[src/rtl/pwm_ramp_controller.sv]
// pwm_ramp_controller
// Drives the duty_cycle input of a 2^WIDTH-cycle PWM generator. Target duty
// commands arrive over a valid/ready handshake. The applied duty moves toward
// the target in bounded steps, once every DIV_PERIODS PWM frames. Duty updates
// land only on frame boundaries, so the generator never sees a truncated pulse.
// Dropping enable starts a soft-stop that ramps duty to zero before going idle.

module pwm_ramp_controller #(
  parameter int WIDTH       = 8,
  parameter int DIV_PERIODS = 4
) (
  input  logic             clk,
  input  logic             reset,       // asynchronous, active-low
  input  logic             enable,
  input  logic             cmd_valid,
  input  logic [WIDTH-1:0] cmd_target,
  output logic             cmd_ready,
  input  logic [WIDTH-1:0] step_size,
  output logic [WIDTH-1:0] duty_cycle,
  output logic             frame_sync,
  output logic             busy,
  output logic             done
);

  typedef enum logic [1:0] {
    ST_IDLE = 2'd0,
    ST_RAMP = 2'd1,
    ST_STOP = 2'd2
  } state_e;

  // Frame-divider counter width; a single bit is kept even when DIV_PERIODS is 1.
  localparam int DW = (DIV_PERIODS > 1) ? $clog2(DIV_PERIODS) : 1;

  localparam logic [WIDTH-1:0] ONE_W    = WIDTH'(1);
  localparam logic [WIDTH-1:0] PCNT_MAX = {WIDTH{1'b1}};
  localparam logic [WIDTH-1:0] PCNT_PRE = PCNT_MAX - ONE_W;
  localparam logic [DW-1:0]    DIV_ONE  = DW'(1);
  localparam logic [DW-1:0]    DIV_LAST = DW'(DIV_PERIODS - 1);

  // ---------------------------------------------------------------------------
  // Step arithmetic helpers
  // ---------------------------------------------------------------------------

  // A zero step would stall the ramp forever, so it is promoted to one.
  function automatic logic [WIDTH-1:0] eff_step(input logic [WIDTH-1:0] s);
    logic [WIDTH-1:0] r;
    if (s == '0) begin
      r = ONE_W;
    end else begin
      r = s;
    end
    return r;
  endfunction

  // Upward step: the sum is formed one bit wider so a large step cannot wrap
  // past the top of the range; the result is clamped at the target.
  function automatic logic [WIDTH-1:0] step_up(input logic [WIDTH-1:0] duty,
                                               input logic [WIDTH-1:0] tgt,
                                               input logic [WIDTH-1:0] s);
    logic [WIDTH:0]   sum;
    logic [WIDTH-1:0] r;
    sum = {1'b0, duty} + {1'b0, s};
    if (sum >= {1'b0, tgt}) begin
      r = tgt;
    end else begin
      r = sum[WIDTH-1:0];
    end
    return r;
  endfunction

  // Downward step: the remaining gap is compared with the step first, so the
  // subtraction can never go below the target (and therefore never below 0).
  function automatic logic [WIDTH-1:0] step_down(input logic [WIDTH-1:0] duty,
                                                 input logic [WIDTH-1:0] tgt,
                                                 input logic [WIDTH-1:0] s);
    logic [WIDTH-1:0] gap;
    logic [WIDTH-1:0] r;
    gap = duty - tgt;
    if (gap <= s) begin
      r = tgt;
    end else begin
      r = duty - s;
    end
    return r;
  endfunction

  // Direction is re-derived every step, so a retarget simply changes course.
  function automatic logic [WIDTH-1:0] step_toward(input logic [WIDTH-1:0] duty,
                                                   input logic [WIDTH-1:0] tgt,
                                                   input logic [WIDTH-1:0] s);
    logic [WIDTH-1:0] r;
    if (duty < tgt) begin
      r = step_up(duty, tgt, s);
    end else if (duty > tgt) begin
      r = step_down(duty, tgt, s);
    end else begin
      r = duty;
    end
    return r;
  endfunction

  // ---------------------------------------------------------------------------
  // State
  // ---------------------------------------------------------------------------

  state_e           state_q,  state_d;
  logic [WIDTH-1:0] pcnt_q,   pcnt_d;
  logic [DW-1:0]    divcnt_q, divcnt_d;
  logic [WIDTH-1:0] duty_q,   duty_d;
  logic [WIDTH-1:0] target_q, target_d;
  logic             fsync_q,  fsync_d;
  logic             done_q,   done_d;
  logic             busy_q,   busy_d;
  logic             enable_q;

  logic             ready_s;
  logic             accept_s;
  logic             fall_s;
  logic             boundary_s;
  logic             step_due_s;
  logic [WIDTH-1:0] step_val_s;

  // Handshake and event decode shared by the next-state logic.
  always_comb begin
    ready_s    = reset & enable & (state_q != ST_STOP);
    accept_s   = cmd_valid & ready_s;
    // A second fall while already stopping has nothing new to do.
    fall_s     = enable_q & ~enable & (state_q != ST_STOP);
    boundary_s = (pcnt_q == PCNT_MAX);
    step_due_s = boundary_s & (divcnt_q == DIV_LAST);
    step_val_s = step_toward(duty_q, target_q, eff_step(step_size));
  end

  // Free-running frame counter; frame_sync is registered one count early so
  // that it is high exactly while the counter sits at its last value.
  always_comb begin
    pcnt_d  = pcnt_q + ONE_W;
    fsync_d = (pcnt_q == PCNT_PRE);
  end

  // Ramp sequencer: enable fall beats a same-cycle command, a command beats a
  // same-cycle boundary (that boundary is not counted), otherwise boundaries
  // are counted and every DIV_PERIODS-th one applies a step.
  always_comb begin
    state_d  = state_q;
    duty_d   = duty_q;
    target_d = target_q;
    divcnt_d = divcnt_q;
    done_d   = 1'b0;

    if (fall_s) begin
      state_d  = ST_STOP;
      target_d = '0;
      divcnt_d = '0;
    end else if (accept_s) begin
      target_d = cmd_target;
      divcnt_d = '0;
      if (cmd_target != duty_q) begin
        state_d = ST_RAMP;
      end else begin
        state_d = ST_IDLE;
        done_d  = 1'b1;
      end
    end else begin
      case (state_q)
        ST_IDLE: begin
          state_d = ST_IDLE;
        end
        ST_RAMP, ST_STOP: begin
          if ((state_q == ST_STOP) && (duty_q == '0)) begin
            state_d  = ST_IDLE;
            divcnt_d = '0;
            done_d   = 1'b1;
          end else if (step_due_s) begin
            divcnt_d = '0;
            duty_d   = step_val_s;
            if (step_val_s == target_q) begin
              state_d = ST_IDLE;
              done_d  = 1'b1;
            end else begin
              state_d = state_q;
            end
          end else if (boundary_s) begin
            divcnt_d = divcnt_q + DIV_ONE;
          end else begin
            divcnt_d = divcnt_q;
          end
        end
        default: begin
          state_d  = ST_IDLE;
          divcnt_d = '0;
        end
      endcase
    end

    busy_d = (state_d == ST_RAMP) || (state_d == ST_STOP);
  end

  // Frame counter and frame_sync registers.
  always_ff @(posedge clk or negedge reset) begin
    if (!reset) begin
      pcnt_q  <= '0;
      fsync_q <= 1'b0;
    end else begin
      pcnt_q  <= pcnt_d;
      fsync_q <= fsync_d;
    end
  end

  // Sequencer state, applied duty and status registers.
  always_ff @(posedge clk or negedge reset) begin
    if (!reset) begin
      state_q  <= ST_IDLE;
      duty_q   <= '0;
      target_q <= '0;
      divcnt_q <= '0;
      done_q   <= 1'b0;
      busy_q   <= 1'b0;
      enable_q <= 1'b0;
    end else begin
      state_q  <= state_d;
      duty_q   <= duty_d;
      target_q <= target_d;
      divcnt_q <= divcnt_d;
      done_q   <= done_d;
      busy_q   <= busy_d;
      enable_q <= enable;
    end
  end

  assign cmd_ready  = ready_s;
  assign duty_cycle = duty_q;
  assign frame_sync = fsync_q;
  assign busy       = busy_q;
  assign done       = done_q;

endmodule

[config.mk]
export PLATFORM = sky130hd
export DESIGN_NAME = pwm_ramp_controller
export DESIGN_NICKNAME = d
export VERILOG_FILES = /design/src/rtl/pwm_ramp_controller.sv
export SDC_FILE = /design/constraint.sdc
export NUM_CORES = 1
export LEC_CHECK = 0
export ABC_AREA = 0
export CAP_MARGIN = 40
export CORE_ASPECT_RATIO = 0.8
export CORE_MARGIN = 5
export CORE_UTILIZATION = 55
export CTS_BUF_LIST = sky130_fd_sc_hd__clkbuf_2
export CTS_CLUSTER_SIZE = 28
export DETAILED_ROUTE_END_ITERATION = 8
export PLACE_DENSITY = 0.83
export SKIP_LAST_GASP = 1
export SLEW_MARGIN = 0
export SYNTH_ARGS = -nofsm -noshare
export SYNTH_HDL_FRONTEND = slang
export SYNTH_SLANG_ARGS = --single-unit
[constraint.sdc]
create_clock -name clk -period 5.7 [get_ports clk]
set_input_delay 1.14 -clock clk [delete_from_list [all_inputs] [get_ports clk]]
set_output_delay 1.14 -clock clk [all_outputs]
set_load 0.03 [all_outputs]
==> summary.txt <==
Outcome
  • Status: completed

Worst setup path
  • CP endpoint kind: register
  • Slowest cell delay on critical path: 0.50 ns
  • Crit path arrival time: 5.54 ns
  • CP startpoint: step_size[2]
  • FF-to-FF End: done
  • Kind of critical path: in2reg
  • Worst setup SP type: primary input
  • Worst-path fanout max: 10
  • Worst Path Required: 5.97 ns
  • Critical path's slowest cell: a2111oi_0
  • Reg2Reg Setup Slack: about 0.96 ns
  • Crit path cell chain: clkdlybuf4s50_1, nor4_1, a41o_1, ha_1, nand2b_1, a2111oi_0, buf_4, o21ai_0, nand2_1, xor2_1, ha_1, nand4_1, nor2_1, nor4_4, nand3_4, buf_4, a21oi_1, o22ai_1, nand4_1, o21ai_1, a32o_1
  • R2r startpoint: target_q[1]
  • Cells on worst reg2reg path: 22

Yosys
  • Synth Warn #: 0
  • Synth top area share: 23.03%
  • Syn nets: 478
  • Mapped Avg Cell Area: 8.460 µm²
  • Post-synth EDFFs: 0
  • Ys async rst share: 100.0%
  • Seq/Total Area, Yosys: 23.03%
  • Synth area leaders: dfrtp_1, ha_1, xnor2_1, nor2_1, inv_1
  • Area leader, netlist: dfrtp_1
  • Primary FF master, synth: dfrtp_1
  • Synth cell types: 63
  • Post-Synthesis Cell Area: 3477 µm²
  • Post-Synthesis Cells: 411
  • #FFs+latches synth: 32

Die
  • Core area: between 6000 and 7000 µm²
  • Chip height: 81.12 µm
  • Initial Utilization: 57.60%
  • I/O Pins: 32
  • Die Width: just under 100 µm
  • FP Rows: 25
  • Die footprint: 8022 µm²

CTS
  • PostCTS Resize Cnt: 0
  • Clk root buf: clkbuf_2
  • H-tree level count: 2
  • Hold buffers post-CTS: 0
  • Clk slew on worst S/H paths: 0.17 ns
  • Sink Count: 32
  • Postcts setup bufs: 0
  • Clock Latency Late Sink: 0.38 ns
  • CTS tree: yes
  • Max clock buf depth: 2
  • Clock buffer count from CTS: 5

Timing
  • Final worst path period need: 5.263 ns
  • Peak Freq: 190.0 MHz
  • Fin Hold WS: a little under 0.5 ns
  • Final Slew Violations: 0
  • Final TNS setup: 0 ns
  • Clock Skew: 0.01624 ns
  • RSZ-0062 raised after global routing: false
  • Slew HR: 52.28%
  • Final Hold Viols: 0
  • Worst-Margin Slew: 0.7158 ns
  • Setup violators final: 0
  • Final worst path period share: 92.34%

Global routing
  • GR Util met1: 35.46%
  • First-pass GRT wire length: 15.73 mm
  • Total GRT Usage: 24.78%
  • Vias in the first global route: 3194
  • Grt total ovfl: 0
  • M3 GR Usage: approximately 3.4%
  • Largest net degree at the start of global routing: 33
  • GR Util met2: just under 40%
  • Antenna violations before repair: 0
  • Grt peak-use layer: met2

Drt
  • Drt pass-1 iters: 5
  • Vias per cell: 6.252
  • Via count: approximately 3.3k
  • Starting DRC count in detailed routing: 309
  • WL/cell: 18.28 µm
  • Final ANT Viol Nets: 0
  • DRC Markers: 0
  • Final WL: 9.508 mm

Power and ir drop
  • Max VDD drop: ~0.00014 V
  • Pleak: between 1.5 and 2 nW
  • Pwr dens: 231.7 nW/µm²

Job
  • Max cap viols: 0

Placement
  • I/O Buffers: 31
  • Dpl hpwl: 7.506 mm
  • RD Place Congestion: 0.9737

Layout
  • Diode count: 0
  • Syn-to-layout area delta: 12.45%
  • # nets final: 505
  • Most common cell after layout, fill and taps aside: ha_1
  • Fillers: 504
  • Layout cells sized above 1: 5.923%
  • Most frequent cells in the layout: ha_1, nor2_1, inv_1

Worst hold path
  • Hold Crit Depth: 1
  • Min-delay src: pcnt_q[7]
  • Min-Delay Path Class: reg2reg
  • WHS Endpoint: pcnt_q[7]
[power breakdown]
group | switching (mW) | internal [mW] | total (mW)
Clock | 0.0799 | 0.0716 | 0.151
Combinational | 0.296 | 0.205 | 0.501
Sequential | 0.0151 | 0.239 | 0.254
Total | 0.391 | 0.515 | 0.906
[per-stage QoR]
| step | total power, mW | std cells | cell area [µm²] | util [%] | setup WS, ns |
|---|---|---|---|---|---|
| after global routing | 0.9681 | 520 | 3910 | 64.77 | 0.2011 |
| after global placement | 0.7262 | 512 | 3847 | 63.73 | 0.3120 |
| after detailed placement | 0.7418 | 512 | 3847 | 63.73 | 0.1759 |
| final | 0.9061 | 520 | 3910 | 64.77 | 0.4365 |
| after floorplan | 0.6185 | 411 | 3477 | - | 1.141 |
| after CTS | 0.8943 | 520 | 3910 | 64.77 | 0.5557 |
[how the worst max path moves through the flow]
stage | depth (start not counted) | endpoint | slack [ns]
3_3_place_gp | 19 | done | 0.31
3_5_place_dp | 20 | done | 0.18
6_report | 21 | done | 0.44
2_1_floorplan | 18 | done | 1.14
4_1_cts | 20 | done | 0.56
5_1_grt | 21 | done | 0.20
[cell families after synthesis]
kind of cell | synth area share [%]
flops | 23.03
fa+ha+maj | 17.56
buf+inv | 5.829
simple gates | 18.71
compound gates | 21.88
xor+xnor | 12.09
mux | 0.8996
[flip-flops by register name, summed over array words and instances (netlist names)]
signal	count
duty_cycle	8
pcnt_q	8
target_q	8
divcnt_q	2
state_q	2
busy	1
done	1
enable_q	1
frame_sync	1
[worst max-delay path: cells and delay by family]
family | cells | cell delay (ns)
adder cells (fa/ha/maj) | 2 | 0.52
buffers and inverters | 3 | 0.86
XOR/XNOR | 1 | 0.22
AO/OA/AOI/OAI | 7 | 1.49
AND/OR/NAND/NOR | 8 | 1.31
[final cells by class]
class / instances / area, µm² / area share (%)
repair buffers: 35 / 340.3 / 8.704
clock inverters: 3 / 37.54 / 0.9600
well taps: 81 / 101.3 / 2.592
clock buffers: 5 / 25.02 / 0.6400
multi-input cells: 329 / 2474 / 63.26
inverters: 35 / 131.4 / 3.360
flip-flops and latches: 32 / 800.8 / 20.48
[metal layers]
| metal | vias to the layer above | routed length (µm) |
|---|---|---|
| li1 | 1531 | - |
| met1 | 1524 | 4464 |
| met2 | 170 | 4121 |
| met3 | 26 | 732 |
| met4 | 0 | 190 |
| met5 | - | 0 |
[cells in the mapped netlist (all sizes together) (2+ instances only)]
library cell  instances
mux2i                 2
and4                  2
fa                    3
o31ai                 8
a21o                  4
ha                   44
a21oi                25
a2111oi               2
or2                   3
nor3b                 2
o21ai                21
o22ai                 7
a211oi                9
nor4                  6
nor2                 39
a22oi                 4
and2                  2
nand2                29
nor3                  5
xnor3                 2
o21bai                2
dfrtp                32
inv                  35
o211ai                6
xor2                 12
o311a                 2
clkbuf                8
nand2b                9
buf                   7
o22a                  7
nand4                11
xnor2                30
nand3                 9
nor2b                 5
Note: power is estimated with default switching activity, not from simulation.
